File: src/rtl/inst_fetch_buffer.sv
// ---------------------------------------------------------------------------
// inst_fetch_buffer
//
// Purpose: instruction queue between the fetch stage and the decoders.
// Fetch can write up to two entries per cycle. Decode sees the two oldest
// entries with no added latency (first-word-fall-through) and may consume
// up to two entries per cycle. A flush empties the queue.
//
// Ports:
//   clk, rst_n          clock (rising edge) and async active-low reset
//   flush               discard all contents; takes priority over read/write
//   fetch_valid[1:0]    per-slot write valid (00, 01, 11)
//   fetch_pc/inst/is_exc/exc_cause{0,1}   write data for slot 0 / slot 1
//   fetch_ready         queue can take a write pair this cycle
//   dec_valid[1:0]      head / head+1 entry valid
//   dec_pc/inst/is_exc/exc_cause{0,1}     head / head+1 entry contents
//   dec_accept[1:0]     entries consumed by decode (00, 01, 11)
//   count               current occupancy
// ---------------------------------------------------------------------------
module inst_fetch_buffer #(
    parameter int DEPTH = 8,
    parameter int PTR_W = 3
) (
    input  logic             clk,
    input  logic             rst_n,
    input  logic             flush,
    input  logic [1:0]       fetch_valid,
    input  logic [31:0]      fetch_pc0,
    input  logic [31:0]      fetch_pc1,
    input  logic [31:0]      fetch_inst0,
    input  logic [31:0]      fetch_inst1,
    input  logic             fetch_is_exc0,
    input  logic             fetch_is_exc1,
    input  logic [6:0]       fetch_exc_cause0,
    input  logic [6:0]       fetch_exc_cause1,
    output logic             fetch_ready,
    output logic [1:0]       dec_valid,
    output logic [31:0]      dec_pc0,
    output logic [31:0]      dec_pc1,
    output logic [31:0]      dec_inst0,
    output logic [31:0]      dec_inst1,
    output logic             dec_is_exc0,
    output logic             dec_is_exc1,
    output logic [6:0]       dec_exc_cause0,
    output logic [6:0]       dec_exc_cause1,
    input  logic [1:0]       dec_accept,
    output logic [PTR_W:0]   count
);

    // A pair write needs two free slots, so the last legal occupancy for
    // accepting a write is DEPTH-2.
    localparam logic [PTR_W:0] LP_READY_MAX = (PTR_W+1)'(DEPTH - 2);
    localparam logic [PTR_W:0] LP_TWO       = (PTR_W+1)'(2);

    logic [31:0]      r_pc    [DEPTH];
    logic [31:0]      r_inst  [DEPTH];
    logic             r_exc   [DEPTH];
    logic [6:0]       r_cause [DEPTH];

    logic [PTR_W-1:0] r_rd_ptr;
    logic [PTR_W-1:0] r_wr_ptr;
    logic [PTR_W:0]   r_cnt;

    logic [PTR_W-1:0] w_rd_ptr1;
    logic [PTR_W-1:0] w_wr_ptr1;
    logic             w_wr_en;
    logic [1:0]       w_acc;
    logic [1:0]       w_n_wr;
    logic [1:0]       w_n_rd;

    // DEPTH is a power of two, so natural PTR_W-bit overflow is the wrap.
    assign w_rd_ptr1 = r_rd_ptr + 1'b1;
    assign w_wr_ptr1 = r_wr_ptr + 1'b1;

    // Ready looks only at registered occupancy; same-cycle reads do not help.
    assign fetch_ready = (r_cnt <= LP_READY_MAX) && !flush;
    assign w_wr_en     = fetch_ready;

    assign dec_valid = {(r_cnt >= LP_TWO), (r_cnt != '0)};

    assign dec_pc0        = r_pc[r_rd_ptr];
    assign dec_inst0      = r_inst[r_rd_ptr];
    assign dec_is_exc0    = r_exc[r_rd_ptr];
    assign dec_exc_cause0 = r_cause[r_rd_ptr];
    assign dec_pc1        = r_pc[w_rd_ptr1];
    assign dec_inst1      = r_inst[w_rd_ptr1];
    assign dec_is_exc1    = r_exc[w_rd_ptr1];
    assign dec_exc_cause1 = r_cause[w_rd_ptr1];

    assign count = r_cnt;

    // Accept bits on slots that hold nothing are ignored; 10 is not a
    // contiguous consume and counts as zero.
    assign w_acc = dec_accept & dec_valid;

    always_comb begin
        w_n_wr = 2'd0;
        if (w_wr_en) begin
            case (fetch_valid)
                2'b01:   w_n_wr = 2'd1;
                2'b11:   w_n_wr = 2'd2;
                default: w_n_wr = 2'd0;
            endcase
        end
    end

    always_comb begin
        w_n_rd = 2'd0;
        case (w_acc)
            2'b01:   w_n_rd = 2'd1;
            2'b11:   w_n_rd = 2'd2;
            default: w_n_rd = 2'd0;
        endcase
    end

    always_ff @(posedge clk or negedge rst_n) begin
        if (!rst_n) begin
            r_rd_ptr <= '0;
            r_wr_ptr <= '0;
            r_cnt    <= '0;
        end else if (flush) begin
            r_rd_ptr <= '0;
            r_wr_ptr <= '0;
            r_cnt    <= '0;
        end else begin
            r_rd_ptr <= r_rd_ptr + PTR_W'(w_n_rd);
            r_wr_ptr <= r_wr_ptr + PTR_W'(w_n_wr);
            r_cnt    <= r_cnt + (PTR_W+1)'(w_n_wr) - (PTR_W+1)'(w_n_rd);
        end
    end

    // Storage is not cleared by flush; only the pointers move.
    always_ff @(posedge clk or negedge rst_n) begin
        if (!rst_n) begin
            for (int i = 0; i < DEPTH; i++) begin
                r_pc[i]    <= '0;
                r_inst[i]  <= '0;
                r_exc[i]   <= 1'b0;
                r_cause[i] <= '0;
            end
        end else begin
            if (w_wr_en && fetch_valid[0]) begin
                r_pc[r_wr_ptr]    <= fetch_pc0;
                r_inst[r_wr_ptr]  <= fetch_inst0;
                r_exc[r_wr_ptr]   <= fetch_is_exc0;
                r_cause[r_wr_ptr] <= fetch_exc_cause0;
            end
            if (w_wr_en && (fetch_valid == 2'b11)) begin
                r_pc[w_wr_ptr1]    <= fetch_pc1;
                r_inst[w_wr_ptr1]  <= fetch_inst1;
                r_exc[w_wr_ptr1]   <= fetch_is_exc1;
                r_cause[w_wr_ptr1] <= fetch_exc_cause1;
            end
        end
    end

endmodule

File: config.mk
export PLATFORM = sky130hd
export DESIGN_NAME = inst_fetch_buffer
export DESIGN_NICKNAME = d
export VERILOG_FILES = /design/src/rtl/inst_fetch_buffer.sv
export SDC_FILE = /design/constraint.sdc
export NUM_CORES = 2
export LEC_CHECK = 0
export CORE_UTILIZATION = 30
export DETAILED_ROUTE_END_ITERATION = 8
export SETUP_SLACK_MARGIN = 0.3
export SYNTH_ARGS = -nofsm -noshare
export SYNTH_HDL_FRONTEND = slang
export SYNTH_SLANG_ARGS = --single-unit
File: constraint.sdc
create_clock -name clk -period 2.8 [get_ports clk]
set_input_delay 0.28 -clock clk [delete_from_list [all_inputs] [get_ports clk]]
set_output_delay 0.28 -clock clk [all_outputs]
set_load 0.005 [all_outputs]
== Word-level counts from Yosys, hierarchy flattened ==
Index checks and enable logic that the tools add are counted.

* Order comparisons: 8
* Equality and inequality tests: 4
* Reductions and logical operators: 7
* Add/sub/neg operators: 6
* Multiplexer cells: 58
* Bitwise operators: 5

{| class="wikitable"
|+ Operators by type and width
! kind !! number
|-
| bitwise mux 256 bit || 4
|-
| two-way mux 256 bit || 4
|-
| binary-select mux 32 bit (select 3 bit) || 4
|-
| two-way mux 32 bit || 10
|-
| demux 32 bit (select 3 bit) || 2
|-
| bitwise mux 56 bit || 2
|-
| two-way mux 56 bit || 2
|-
| binary-select mux 7 bit (select 3 bit) || 2
|-
| demux 7 bit (select 3 bit) || 2
|-
| two-way mux 7 bit || 6
|-
| bitwise mux 8 bit || 2
|-
| greater-or-equal comparator 4 bit (second input constant) || 4
|-
| two-way mux 8 bit || 2
|-
| NOT 3 -> 4 bit || 4
|-
| < comparator 4 x 1 -> 1 bit (second input constant) || 2
|-
| case mux 2 bit (2 select lines) || 2
|-
| adder 3 x 1 -> 3 bit (second input constant) || 2
|-
| adder 3 x 2 -> 3 bit || 2
|-
| binary-select mux 1 bit (select 3 bit) || 2
|-
| demux 1 bit (select 3 bit) || 2
|-
| two-way mux 1 bit || 6
|-
| two-way mux 3 bit || 2
|-
| logical AND 1 bit || 5
|-
| adder 4 x 2 -> 4 bit || 1
|-
| 10 further kinds || 12
|}

* Logic and storage cells: 123
* Input bits: 151
* Bits in registers: 586

== Logic depth before layout (Yosys ltp) ==
* Depth in word-level cells: 9
* Mapped depth: 13
* Mapped depth without buffers: 13

== Least setup slack after synthesis ==
No wires, ideal clock.

* Kind: register -> register
* Start: reg r_cnt[3], in the netlist count[3]
* End: reg r_cnt[2], in the netlist count[2]
* Slack: 0.070 ns
* Required time: 2.668 ns
* Buffers on the path: 0
* Period minus slack after synthesis: 2.730 ns
* Library setup time: 0.132 ns
* Cell stages (with the launch flop): 13
* Arrival time: 2.598 ns
* Cells stage by stage: dfrtp_1 > inv_1 > ha_1 > a211o_1 > nand2_1 > nand2_1 > or2_2 > ha_1 > inv_1 > ha_1 > fa_1 > xnor2_1 > nor2_1

* Cells in the longest elaborated chain, start to end: 6

{| class="wikitable"
|+ Ends and longest elaborated chain
! item !! RTL line !! source
|-
| from (decl) || 62 || <nowiki>logic [PTR_W:0] r_cnt;</nowiki>
|-
| from (signal assigned) || 128 || <nowiki>r_cnt <= r_cnt + (PTR_W+1)'(w_n_wr) - (PTR_W+1)'(w_n_rd);</nowiki>
|-
| <= comparator 4 x 3 -> 1 bit || 76 || <nowiki>assign fetch_ready = (r_cnt <= LP_READY_MAX) && !flush;</nowiki>
|-
| logical AND 1 bit || 76 ||
|-
| named net fetch_ready || 36 || <nowiki>output logic fetch_ready,</nowiki>
|-
| two-way mux 2 bit || 98 || <nowiki>if (w_wr_en) begin</nowiki>
|-
| adder 4 x 2 -> 4 bit || 128 ||
|-
| subtractor 4 x 2 -> 4 bit || 128 ||
|-
| two-way mux 4 bit || 121 || <nowiki>end else if (flush) begin</nowiki>
|}

The timed path passes the listed nets, and every way through them passes these cells.

== Final worst setup path ==
* Start: reg r_rd_ptr[1]
* End: out dec_pc1[9]

* Cells in the longest elaborated chain, start to end: 5

{| class="wikitable"
|+ Ends and longest elaborated chain
! item !! RTL line !! source
|-
| from (decl) || 60 || <nowiki>logic [PTR_W-1:0] r_rd_ptr;</nowiki>
|-
| from (signal assigned) || 126 || <nowiki>r_rd_ptr <= r_rd_ptr + PTR_W'(w_n_rd);</nowiki>
|-
| adder 3 x 1 -> 3 bit || 72 || <nowiki>assign w_rd_ptr1 = r_rd_ptr + 1'b1;</nowiki>
|-
| NOT 3 -> 4 bit (implied by the code) || 85 || <nowiki>assign dec_pc1 = r_pc[w_rd_ptr1];</nowiki>
|-
| binary-select mux 32 bit (select 3 bit) || 85 ||
|-
| two-way mux 32 bit (implied by the code) (2 in a row) || 85 ||
|-
| to (decl) || 39 || <nowiki>output logic [31:0] dec_pc1,</nowiki>
|}

Every way passes these cells. The select of a mux whose other input is x is not followed.

==> results.json <==
{
  "grt-ovfl-total": 0,
  "finalHoldViolCount": 0,
  "startpoint_type": "register",
  "routabilityCongestion": 0.8291,
  "synth-seq-area-share_pct": 39.89,
  "vias": 36130,
  "nets": 4249,
  "cts_tree": "built",
  "wl_met3_mm": 21.14,
  "worst_path_largest_cell_delay_ps": 490,
  "max_freq_mhz": 310.5,
  "core_area_mm2": 0.1217,
  "dp_hpwl_mm": 88.52,
  "intPower_w": 0.03444,
  "grt_pass1_vias": 34850,
  "cp.buffers_inverters": 6,
  "synthToLayoutAreaGrowth_pct": 31.01,
  "min_period_ps": 3220,
  "final_common_cell": "nand2_1",
  "port_buffers": 301,
  "ys_ff_latch": 586,
  "grt_use_total_pct": 25.75,
  "die_y_um": 352.1,
  "syn_avg_cell_area_um2": 9.470,
  "power_frac_seq_pct": 25.4,
  "synth_cells": 3882,
  "power_density_mw_per_mm2": 1092,
  "dr.first_iter.drc_count": 5243,
  "firstDrtPassIters": 6,
  "reg2reg_setup_slack_ps": 310,
  "maxCapViolations": 0,
  "worst_pin_slew_ps": 962.9,
  "ir_drop_v": 0.0007483,
  "cp_data_arrival_time_ps": 2940,
  "synth_warnings": 0,
  "p_switching_w": 0.01817,
  "drive_gt1_share_pct": 26.67,
  "seqCellArea_mm2": 0.01468,
  "drt-total-wl_mm": 165.8,
  "start_util_pct": 30.20,
  "ys.flop_type": "dfrtp_1",
  "clk_latency_ps": 650,
  "clock_sinks": 586,
  "cp_top_family": "multiplexers",
  "cp_num_cells": 9,
  "fp-row-count": 128,
  "drt-met1-wl_mm": 62.22,
  "final_util_pct": 39.57,
  "top_layer": "met5",
  "p_comb_share_pct": 55.1,
  "hp-class": "in -> async",
  "violations": "setup timing",
  "ctsRootBufferMaster": "clkbuf_16",
  "hold_slack_ps": 151.1,
  "cts_buffer_depth": 3,
  "clk_pin_slew_ps": 60,
  "mostFrequentLayoutCells": "1009 x nand2_1, 581 x dfrtp_1, 576 x nor3_1",
  "wl_per_cell_um": 28.74,
  "r2r-end": "count[3]",
  "p_leak_nw": 19.36,
  "antenna_left": 0,
  "place_inst": 5467,
  "pwr-share-clk_pct": 19.5,
  "setup_viol": 144,
  "nFillCells": 11680,
  "multi_input_area_mm2": 0.02057,
  "r2r_cells": 11,
  "required_ps": 2520,
  "h-tree-depth": 3,
  "slew_violations": 0,
  "endpoint_kind": "output port",
  "syn_nets": 4047,
  "dr_wl_met2_mm": 74.81,
  "ys_types": 40,
  "async_reset_ff_share_pct": 100.0,
  "swShare_pct": 34.54,
  "drc": 0,
  "stdcell_count": 5771,
  "cp_max_fo": 4,
  "dieArea_mm2": 0.1239,
  "grt_pass1_wl_mm": 241.8,
  "tns_ps": -39610,
  "r2r_start": "count[2]",
  "cts_buffers": 75,
  "outcome": "complete, but fails checks",
  "critical_path_class": "reg -> out",
  "slowest_stage": "dfrtp_4",
  "fin_skew_ps": 32.84,
  "antenna_found_initial": 14,
  "io_pins": 302,
  "syn_area_mm2": 0.03676,
  "grt_start_max_net_pins": 80,
  "rsz0062_at_grt": "true",
  "viasPerCell": 6.261,
  "die_w_um": 352.1,
  "setup_slack_ps": -420.4,
  "relSlewSlack_pct": 35.80,
  "path_cells": "ha_4, buf_8, buf_12, buf_12, buf_16, buf_6, mux4_2, mux2_4, buf_6",
  "period_share_pct": 115.0,
  "synth_edf_count": 0
}
## power groups by stage
stage	Clock [W]	Sequential (W)	Combinational (W)
finish	0.0103	0.0133	0.0290
global route	0.0106	0.0135	0.0304
CTS	0.0103	0.0132	0.0275
detailed placement	0	0.0133	0.0223
global placement	0	0.0132	0.0220
floorplan	0	0.0124	0.0129
## area by class of cell
class / instances / area share (%)
repair buffers: 659 / 17.20
diodes: 7 / 0.03637
flip-flops and latches: 586 / 30.48
well taps: 1625 / 4.222
clock buffers: 110 / 4.591
multi-input cells: 2749 / 42.72
inverters: 13 / 0.1013
clock inverters: 22 / 0.6521
## registers in the layout, summed over array words and instances (netlist names)
signal	count
r_inst	256
r_rd_ptr	3
r_pc	256
r_cause	56
r_exc	8
r_wr_ptr	3
count	4
## per-stage QoR
stage                     area (um^2)  power, W  setup WS, ps
final                           48160   0.05261        -420.4
after global routing            48160   0.05459        -469.6
after CTS                       47380   0.05094        -483.6
after detailed placement        42550   0.03557        -30.50
after global placement          42550   0.03519        -13.80
after floorplan                 36820   0.02529         290.2
## repair_timing
action	4_1_cts	5_1_grt
gates cloned	25	7
resized for setup	693	202
buffers inserted	86	46
hold endpoints to repair	59	0
setup endpoints to repair	148	213
hold buffers	1	0
pin swaps	1	4
## cell usage after synthesis, types with 2 or more instances
cell / number / area (um^2)
nor2_1: 7 / 26.28
xnor2_1: 3 / 26.28
buf_1: 36 / 135.1
mux4_2: 288 / 6486
inv_1: 13 / 48.80
and4b_1: 2 / 20.02
clkbuf_1: 316 / 1186
nand2_1: 1014 / 3806
a21oi_1: 73 / 365.4
fa_1: 4 / 80.08
buf_4: 6 / 45.04
a21boi_0: 6 / 45.04
buf_6: 10 / 112.6
buf_2: 166 / 830.8
xor2_1: 4 / 35.03
o21ai_2: 6 / 52.55
and4bb_2: 3 / 37.54
nor3_1: 576 / 2883
mux2_2: 144 / 1622
nor2b_1: 6 / 37.54
nand3_1: 4 / 20.02
mux2i_1: 72 / 720.7
a31oi_1: 504 / 3153
or2_2: 9 / 56.30
dfrtp_1: 586 / 14660
ha_1: 10 / 125.1
## logic make-up (layout without fill, tap and decap cells)
kind of cell	count (synthesis)	in the layout	synth area share (%)
muxes	504	504	24.01
DFF	586	586	39.89
adders and majority gates	14	14	0.5582
other	0	7	0
buffers and inverters	547	804	6.416
AOI/OAI and AO/OA	597	597	10.08
and+or+nand+nor	1627	1627	18.88
xor gates and xnor gates	7	7	0.1668
## worst max-delay path by stage
stage | from | endpoint | slack, ps
2_1_floorplan | count[3] | count[3] | 290
3_3_place_gp | r_rd_ptr[1] | dec_inst1[22] | -10
3_5_place_dp | r_rd_ptr[1] | dec_inst1[22] | -30
4_1_cts | r_rd_ptr[0] | dec_inst1[22] | -480
5_1_grt | r_rd_ptr[0] | dec_pc1[5] | -470
6_report | r_rd_ptr[1] | dec_pc1[9] | -420
## per-layer routing
layer | vias to the layer above | global-route usage (%)
met5 | - | 0
met4 | 12 | 12.19
met3 | 532 | 6.924
met2 | 3079 | 39.12
met1 | 17990 | 34.01
li1 | 14520 | -
Note: power is estimated with default switching activity, not from simulation.
